<file path="src/rtl/button_event_if.sv">
// Press-event handshake between button_event_unit (master) and its consumer (slave).
// Carries the valid/ready pair and the index of the presented button.
interface button_event_if #(
  parameter int NBTN = 7
);
  localparam int IW = $clog2(NBTN);

  logic          press_valid;
  logic [IW-1:0] press_idx;
  logic          press_ready;

  modport master (output press_valid, output press_idx, input press_ready);
  modport slave  (input press_valid, input press_idx, output press_ready);
endinterface

</file>
<file path="src/rtl/button_event_unit.sv">
// Button front end: synchronise, debounce on the prescaler tick, queue rising presses
// and hand them out one at a time by index. Define BTN_REPEAT_EN to build auto-repeat.
module button_event_unit #(
  parameter int NBTN         = 7,
  parameter int DEB_TICKS    = 4,
  parameter int REPEAT_DELAY = 16,
  parameter int REPEAT_RATE  = 4
) (
  input  logic            clk,
  input  logic            rst,
  input  logic            tick,
  input  logic [NBTN-1:0] btn_raw,
  output logic [NBTN-1:0] btn_level,
  output logic            any_held,
  output logic            press_lost,
  button_event_if.master  evt
);
  localparam int IW = $clog2(NBTN);

  if (NBTN < 2 || NBTN > 8 || DEB_TICKS < 1 || DEB_TICKS > 15 ||
      REPEAT_DELAY < 1 || REPEAT_DELAY > 255 ||
      REPEAT_RATE < 1 || REPEAT_RATE > 255) begin : g_param_check
    $error("button_event_unit: parameter out of range");
  end

  function automatic logic [IW-1:0] lowest(input logic [NBTN-1:0] v);
    logic [IW-1:0] r;
    r = '0;
    for (int unsigned i = NBTN; i > 0; i--) begin
      if (v[i-1]) r = IW'(i - 1);
    end
    return r;
  endfunction

  logic [NBTN-1:0] sync1, sync2;
  logic [3:0]      cnt [NBTN];
  logic [NBTN-1:0] lvl_next, rise, rep_set, set_req;
  logic [NBTN-1:0] pend, pend_clr, pend_next, drop;
  logic            slot_free, load;
  logic [IW-1:0]   load_idx;

  assign any_held = |btn_level;

  always_comb begin
    lvl_next = btn_level;
    for (int unsigned i = 0; i < NBTN; i++) begin
      if (tick && (sync2[i] != btn_level[i]) && (cnt[i] == 4'(DEB_TICKS - 1)))
        lvl_next[i] = ~btn_level[i];
    end
  end

  assign rise = lvl_next & ~btn_level;

  // A bit leaving pend for the slot on this edge may be re-set by a new request without loss.
  always_comb begin
    slot_free = ~evt.press_valid | evt.press_ready;
    load      = slot_free & (|pend);
    load_idx  = lowest(pend);
    pend_clr  = '0;
    if (load) pend_clr[load_idx] = 1'b1;
    set_req   = rise | rep_set;
    drop      = set_req & pend & ~pend_clr;
    pend_next = (pend & ~pend_clr) | set_req;
  end

  always_ff @(posedge clk or posedge rst) begin
    if (rst) begin
      sync1           <= '0;
      sync2           <= '0;
      btn_level       <= '0;
      pend            <= '0;
      press_lost      <= 1'b0;
      evt.press_valid <= 1'b0;
      evt.press_idx   <= '0;
      for (int unsigned i = 0; i < NBTN; i++) cnt[i] <= '0;
    end else begin
      sync1      <= btn_raw;
      sync2      <= sync1;
      btn_level  <= lvl_next;
      pend       <= pend_next;
      press_lost <= press_lost | (|drop);
      if (tick) begin
        for (int unsigned i = 0; i < NBTN; i++) begin
          if ((sync2[i] == btn_level[i]) || (cnt[i] == 4'(DEB_TICKS - 1)))
            cnt[i] <= '0;
          else
            cnt[i] <= cnt[i] + 4'd1;
        end
      end
      if (slot_free) begin
        evt.press_valid <= load;
        if (load) evt.press_idx <= load_idx;
      end
    end
  end

`ifdef BTN_REPEAT_EN
  typedef enum logic [1:0] {TRK_IDLE, TRK_DELAY, TRK_RATE} trk_state_t;

  trk_state_t    trk_state;
  logic [IW-1:0] trk_idx, cur_idx;
  logic [7:0]    trk_cnt, trk_limit;
  logic          rep_fire;

  // The tracker only fires while it is still following the current lowest held button.
  always_comb begin
    cur_idx   = lowest(btn_level);
    trk_limit = (trk_state == TRK_RATE) ? 8'(REPEAT_RATE - 1) : 8'(REPEAT_DELAY - 1);
    rep_fire  = tick && any_held && (trk_state != TRK_IDLE) &&
                (cur_idx == trk_idx) && (trk_cnt == trk_limit);
    rep_set   = '0;
    if (rep_fire) rep_set[trk_idx] = 1'b1;
  end

  always_ff @(posedge clk or posedge rst) begin
    if (rst) begin
      trk_state <= TRK_IDLE;
      trk_idx   <= '0;
      trk_cnt   <= '0;
    end else if (!any_held) begin
      trk_state <= TRK_IDLE;
      trk_cnt   <= '0;
    end else if ((trk_state == TRK_IDLE) || (cur_idx != trk_idx)) begin
      trk_state <= TRK_DELAY;
      trk_idx   <= cur_idx;
      trk_cnt   <= '0;
    end else if (rep_fire) begin
      trk_state <= TRK_RATE;
      trk_cnt   <= '0;
    end else if (tick) begin
      trk_cnt   <= trk_cnt + 8'd1;
    end
  end
`else
  always_comb rep_set = '0;
`endif
endmodule

</file>
<file path="src/flat_wrapper.sv">
// flat-port wrapper written by rule: the top's interface ports become plain ports
module button_event_unit_flat 
#(
  parameter int NBTN         = 7,
  parameter int DEB_TICKS    = 4,
  parameter int REPEAT_DELAY = 16,
  parameter int REPEAT_RATE  = 4
)
  (clk, rst, tick, btn_raw, btn_level, any_held, press_lost, evt_press_valid, evt_press_idx, evt_press_ready);
  button_event_if #(.NBTN(NBTN)) evt_i ();
  input  logic clk;
  input  logic rst;
  input  logic tick;
  input  logic [NBTN-1:0] btn_raw;
  output logic [NBTN-1:0] btn_level;
  output logic any_held;
  output logic press_lost;
  output wire logic [$bits(evt_i.press_valid)-1:0] evt_press_valid;
  output wire logic [$bits(evt_i.press_idx)-1:0] evt_press_idx;
  input wire logic [$bits(evt_i.press_ready)-1:0] evt_press_ready;
  assign evt_press_valid = evt_i.press_valid;
  assign evt_press_idx = evt_i.press_idx;
  assign evt_i.press_ready = evt_press_ready;
  button_event_unit #(.NBTN(NBTN), .DEB_TICKS(DEB_TICKS), .REPEAT_DELAY(REPEAT_DELAY), .REPEAT_RATE(REPEAT_RATE)) u_core (.clk(clk), .rst(rst), .tick(tick), .btn_raw(btn_raw), .btn_level(btn_level), .any_held(any_held), .press_lost(press_lost), .evt(evt_i));
endmodule
</file>
<file path="config.mk">
export PLATFORM = sky130hd
export DESIGN_NAME = button_event_unit_flat
export DESIGN_NICKNAME = d
export VERILOG_FILES = /design/src/rtl/button_event_if.sv /design/src/rtl/button_event_unit.sv /design/src/flat_wrapper.sv
export SDC_FILE = /design/constraint.sdc
export NUM_CORES = 1
export LEC_CHECK = 0
export ABC_CLOCK_PERIOD_IN_PS = 2000
export BUFFER_PORTS_ARGS = -buffer_cell sky130_fd_sc_hd__buf_2
export CAP_MARGIN = 20
export CORE_MARGIN = 10
export CORE_UTILIZATION = 59
export CTS_CLUSTER_SIZE = 12
export DETAILED_ROUTE_END_ITERATION = 10
export PLACE_DENSITY = 0.79
export SLEW_MARGIN = 20
export SYNTH_ARGS = -nofsm -noshare
export SYNTH_HDL_FRONTEND = slang
export SYNTH_SLANG_ARGS = --single-unit
</file>
<file path="constraint.sdc">
create_clock -name clk -period 2 [get_ports clk]
set_input_delay 0.1 -clock clk [delete_from_list [all_inputs] [get_ports clk]]
set_output_delay 0.1 -clock clk [all_outputs]
set_load 0.005 [all_outputs]
</file>
==> reports/metrics.csv <==
metric;value;unit
sequential-to-total area share from yosys stat;54.3;%
# clock sinks;61;
drt initial violations;48;
Fin. Hold Viols;0;
placed cell areas;0.00305;mm2
r2r startpoint;u_core.btn_level[6];
Final setup viols;0;
Req. time, crit path;2220;ps
initial antenna violation count;0;
Mapped Cells;253;
status;finished, final reports clean;
# diodes;0;
CP startpoint kind;flip-flop;
final worst slack;136;ps
DIE AREA;0.00793;mm2
Worst Path Arrival;2080;ps
Worst Hold Slack;167;ps
largest net degree at the start of global routing;37;
Tmin final;1860;ps
vias in the first global route;2053;
Area Growth Syn to Fin;19.1;%
Max-Cap Viols;0;
Cell Pwr Density;1180;mW/mm2
iteration count of the initial detailed-routing pass;4;
Vias;2011;
top-count cell post-synth;dfrtp_1;
Commonest cells post-synth;dfrtp_1 (61), inv_1 (25), o21ai_0 (24);
Root Buffer;clkbuf_8;
P_leak;1.66;nW
routed vias/inst;5.60;
Site Rows;25;
post-layout util;71.9;%
final antenna-violating net count;0;
CP Capture Type;flip-flop;
Die H;89.0;um
cts bufs inserted;9;
CP max stage cell;dfrtp_1;
wire length of the first global-routing pass;9.16;mm
CTS tree;built;
RSZ-0062 raised after global routing;no;
post-synth top area share;54.3;%
Primary FF master, synth;dfrtp_1;
Synth cell types;34;
Tightest Pin Transition;608;ps
Setup CP Type;reg -> reg;
hold crit path type;in -> reg;
asr flop ratio synth;100;%
dominant cells by area after synthesis;dfrtp_1 (54%), ha_1 (6.2%), o21ai_0 (4.3%), o2bb2ai_1 (4.0%), nand3b_1 (3.5%);
Clock Tree Buf Depth;2;
number of synthesized flops with an enable pin;0;
IO Pins;24;
Fillers;332;
critical path launch point;u_core.btn_level[6];
port bufs;23;
Starting Density;60.3;%
cells along the critical path;xor2_1 > nor4bb_1 > ha_1 > and3_1 > a311o_1 > a311oi_1 > nand4_1;
GRT Resource Usage Total;14.9;%
Final Cell Area;0.00335;mm2
Routed wire per std cell;14.5;um
gr ovfl total;0;
crit-path max FO;3;
final setup TNS;0;ps
# H-tree levels;3;
DRC;0;
Post-Syn Area;0.00281;mm2
hold path start;evt_press_ready;
Max Freq;536;MHz
Synth Net Count;278;
final wirelength;5.22;mm
Clk Latency, worst-skew pair;340;ps
clk slew on worst S/H paths;70;ps
Final period util;93.2;%
yosys warns;0;
RePlAce Congestion;0.803;
Worst path max stage delay;400;ps
area leader, netlist;dfrtp_1;
Mapped Avg Cell Area;11.1;um2
nets;325;
Die W;89.0;um
dpl ws;76.0;ps
Setup Skew;5.23;ps
worst ir drop on vdd;0.000739;V
Worst slew margin;59.1;%
placed wire-length estimate;3.59;mm
CORE AREA;0.00466;mm2
share of post-route cells with drive strength above 1;21.0;%
flops & latches, synth;61;
max-slew violations;0;
-- sequential cells by signal (all words and copies together), names as in the netlist --
name                    flops
u_core.pend                 7
u_core.evt.press_idx        3
u_core.sync2                7
u_core.sync1                7
u_core.press_lost           1
u_core.evt.press_valid      1
u_core.cnt                 28
u_core.btn_level            7
-- what timing repair did --
item	4_1_cts	5_1_grt
hold endpoints to repair	32	0
hold buffers	8	0
setup buffers	0	3
setup endpoints to repair	0	1
gates resized for setup	0	1
-- power breakdown --
part	switching [mW]	total (mW)	internal [mW]
Combinational	0.582	1.15	0.568
Sequential	0.228	1.73	1.51
Clock	0.499	1.08	0.578
Total	1.31	3.96	2.65
-- layer usage --
| metal | global-route usage, % | part of all wire [%] | vias up |
|---|---|---|---|
| met4 | 6.65 | 1.7 | 0 |
| met1 | 17.9 | 46 | 971 |
| met3 | 5.74 | 4.6 | 9 |
| met5 | 0 | 0 | - |
| li1 | - | - | 999 |
| met2 | 23.3 | 48 | 32 |
-- logic make-up after synthesis --
group | Yosys count | share of synthesized area [%]
buffers and inverters | 31 | 4.14
muxes | 7 | 2.76
and+or+nand+nor | 71 | 15.7
DFF | 61 | 54.3
adders and majority gates | 14 | 6.23
AOI/OAI and AO/OA | 62 | 14.7
xor gates and xnor gates | 7 | 2.18
-- path summary, 6_finish.rpt --
path	end	slack (ps)	depth (start not counted)
max	u_core.press_lost	140	7
min in group asynchronous	u_core.sync1[1]	350	3
max in group asynchronous	u_core.pend[4]	1060	4
min reg2reg	u_core.sync2[0]	350	0
max reg2reg	u_core.press_lost	140	7
min	u_core.pend[1]	170	4
-- worst max-delay path, delay by kind of cell, from the launching register on --
family / cells / cell delay [ps]
DFF: 1 / 400
and+or+nand+nor: 3 / 460
AOI/OAI and AO/OA: 2 / 500
adders and majority gates: 1 / 210
xor gates and xnor gates: 1 / 180
-- layout by cell type (no fill, tap or decap), types with 5 or more instances in the layout --
master / netlist / layout
nand2_1: 10 / 10
o2bb2ai_1: 13 / 13
buf_4: 0 / 10
nor2_1: 10 / 10
nand2b_1: 11 / 11
mux2_2: 6 / 6
nand3b_1: 13 / 13
xor2_1: 7 / 7
dlygate4sd3_1: 0 / 8
a21oi_1: 5 / 5
buf_2: 0 / 23
nor4bb_1: 6 / 6
clkbuf_8: 0 / 9
ha_1: 14 / 13
o22ai_1: 7 / 7
and3_1: 7 / 7
inv_1: 25 / 24
dfrtp_1: 61 / 61
o21ai_0: 24 / 24
-- metrics by stage --
stage               total power, mW  cells
floorplan                      2.45    253
global route                   4.28    359
CTS                            3.96    356
detailed placement             2.84    332
global placement               2.79    332
finish                         3.96    359
-- cell type report --
class	count	area, um2	share of cell area [%]
Multi-Input combinational cell	161	1170	35.0
Sequential cell	61	1530	45.6
Inverter	25	93.8	2.80
Timing Repair Buffer	42	290	8.67
Clock buffer	9	124	3.70
Clock inverter	7	75.1	2.24
Tap cell	54	67.6	2.02
No activity file was read; power rests on OpenSTA's default activity.
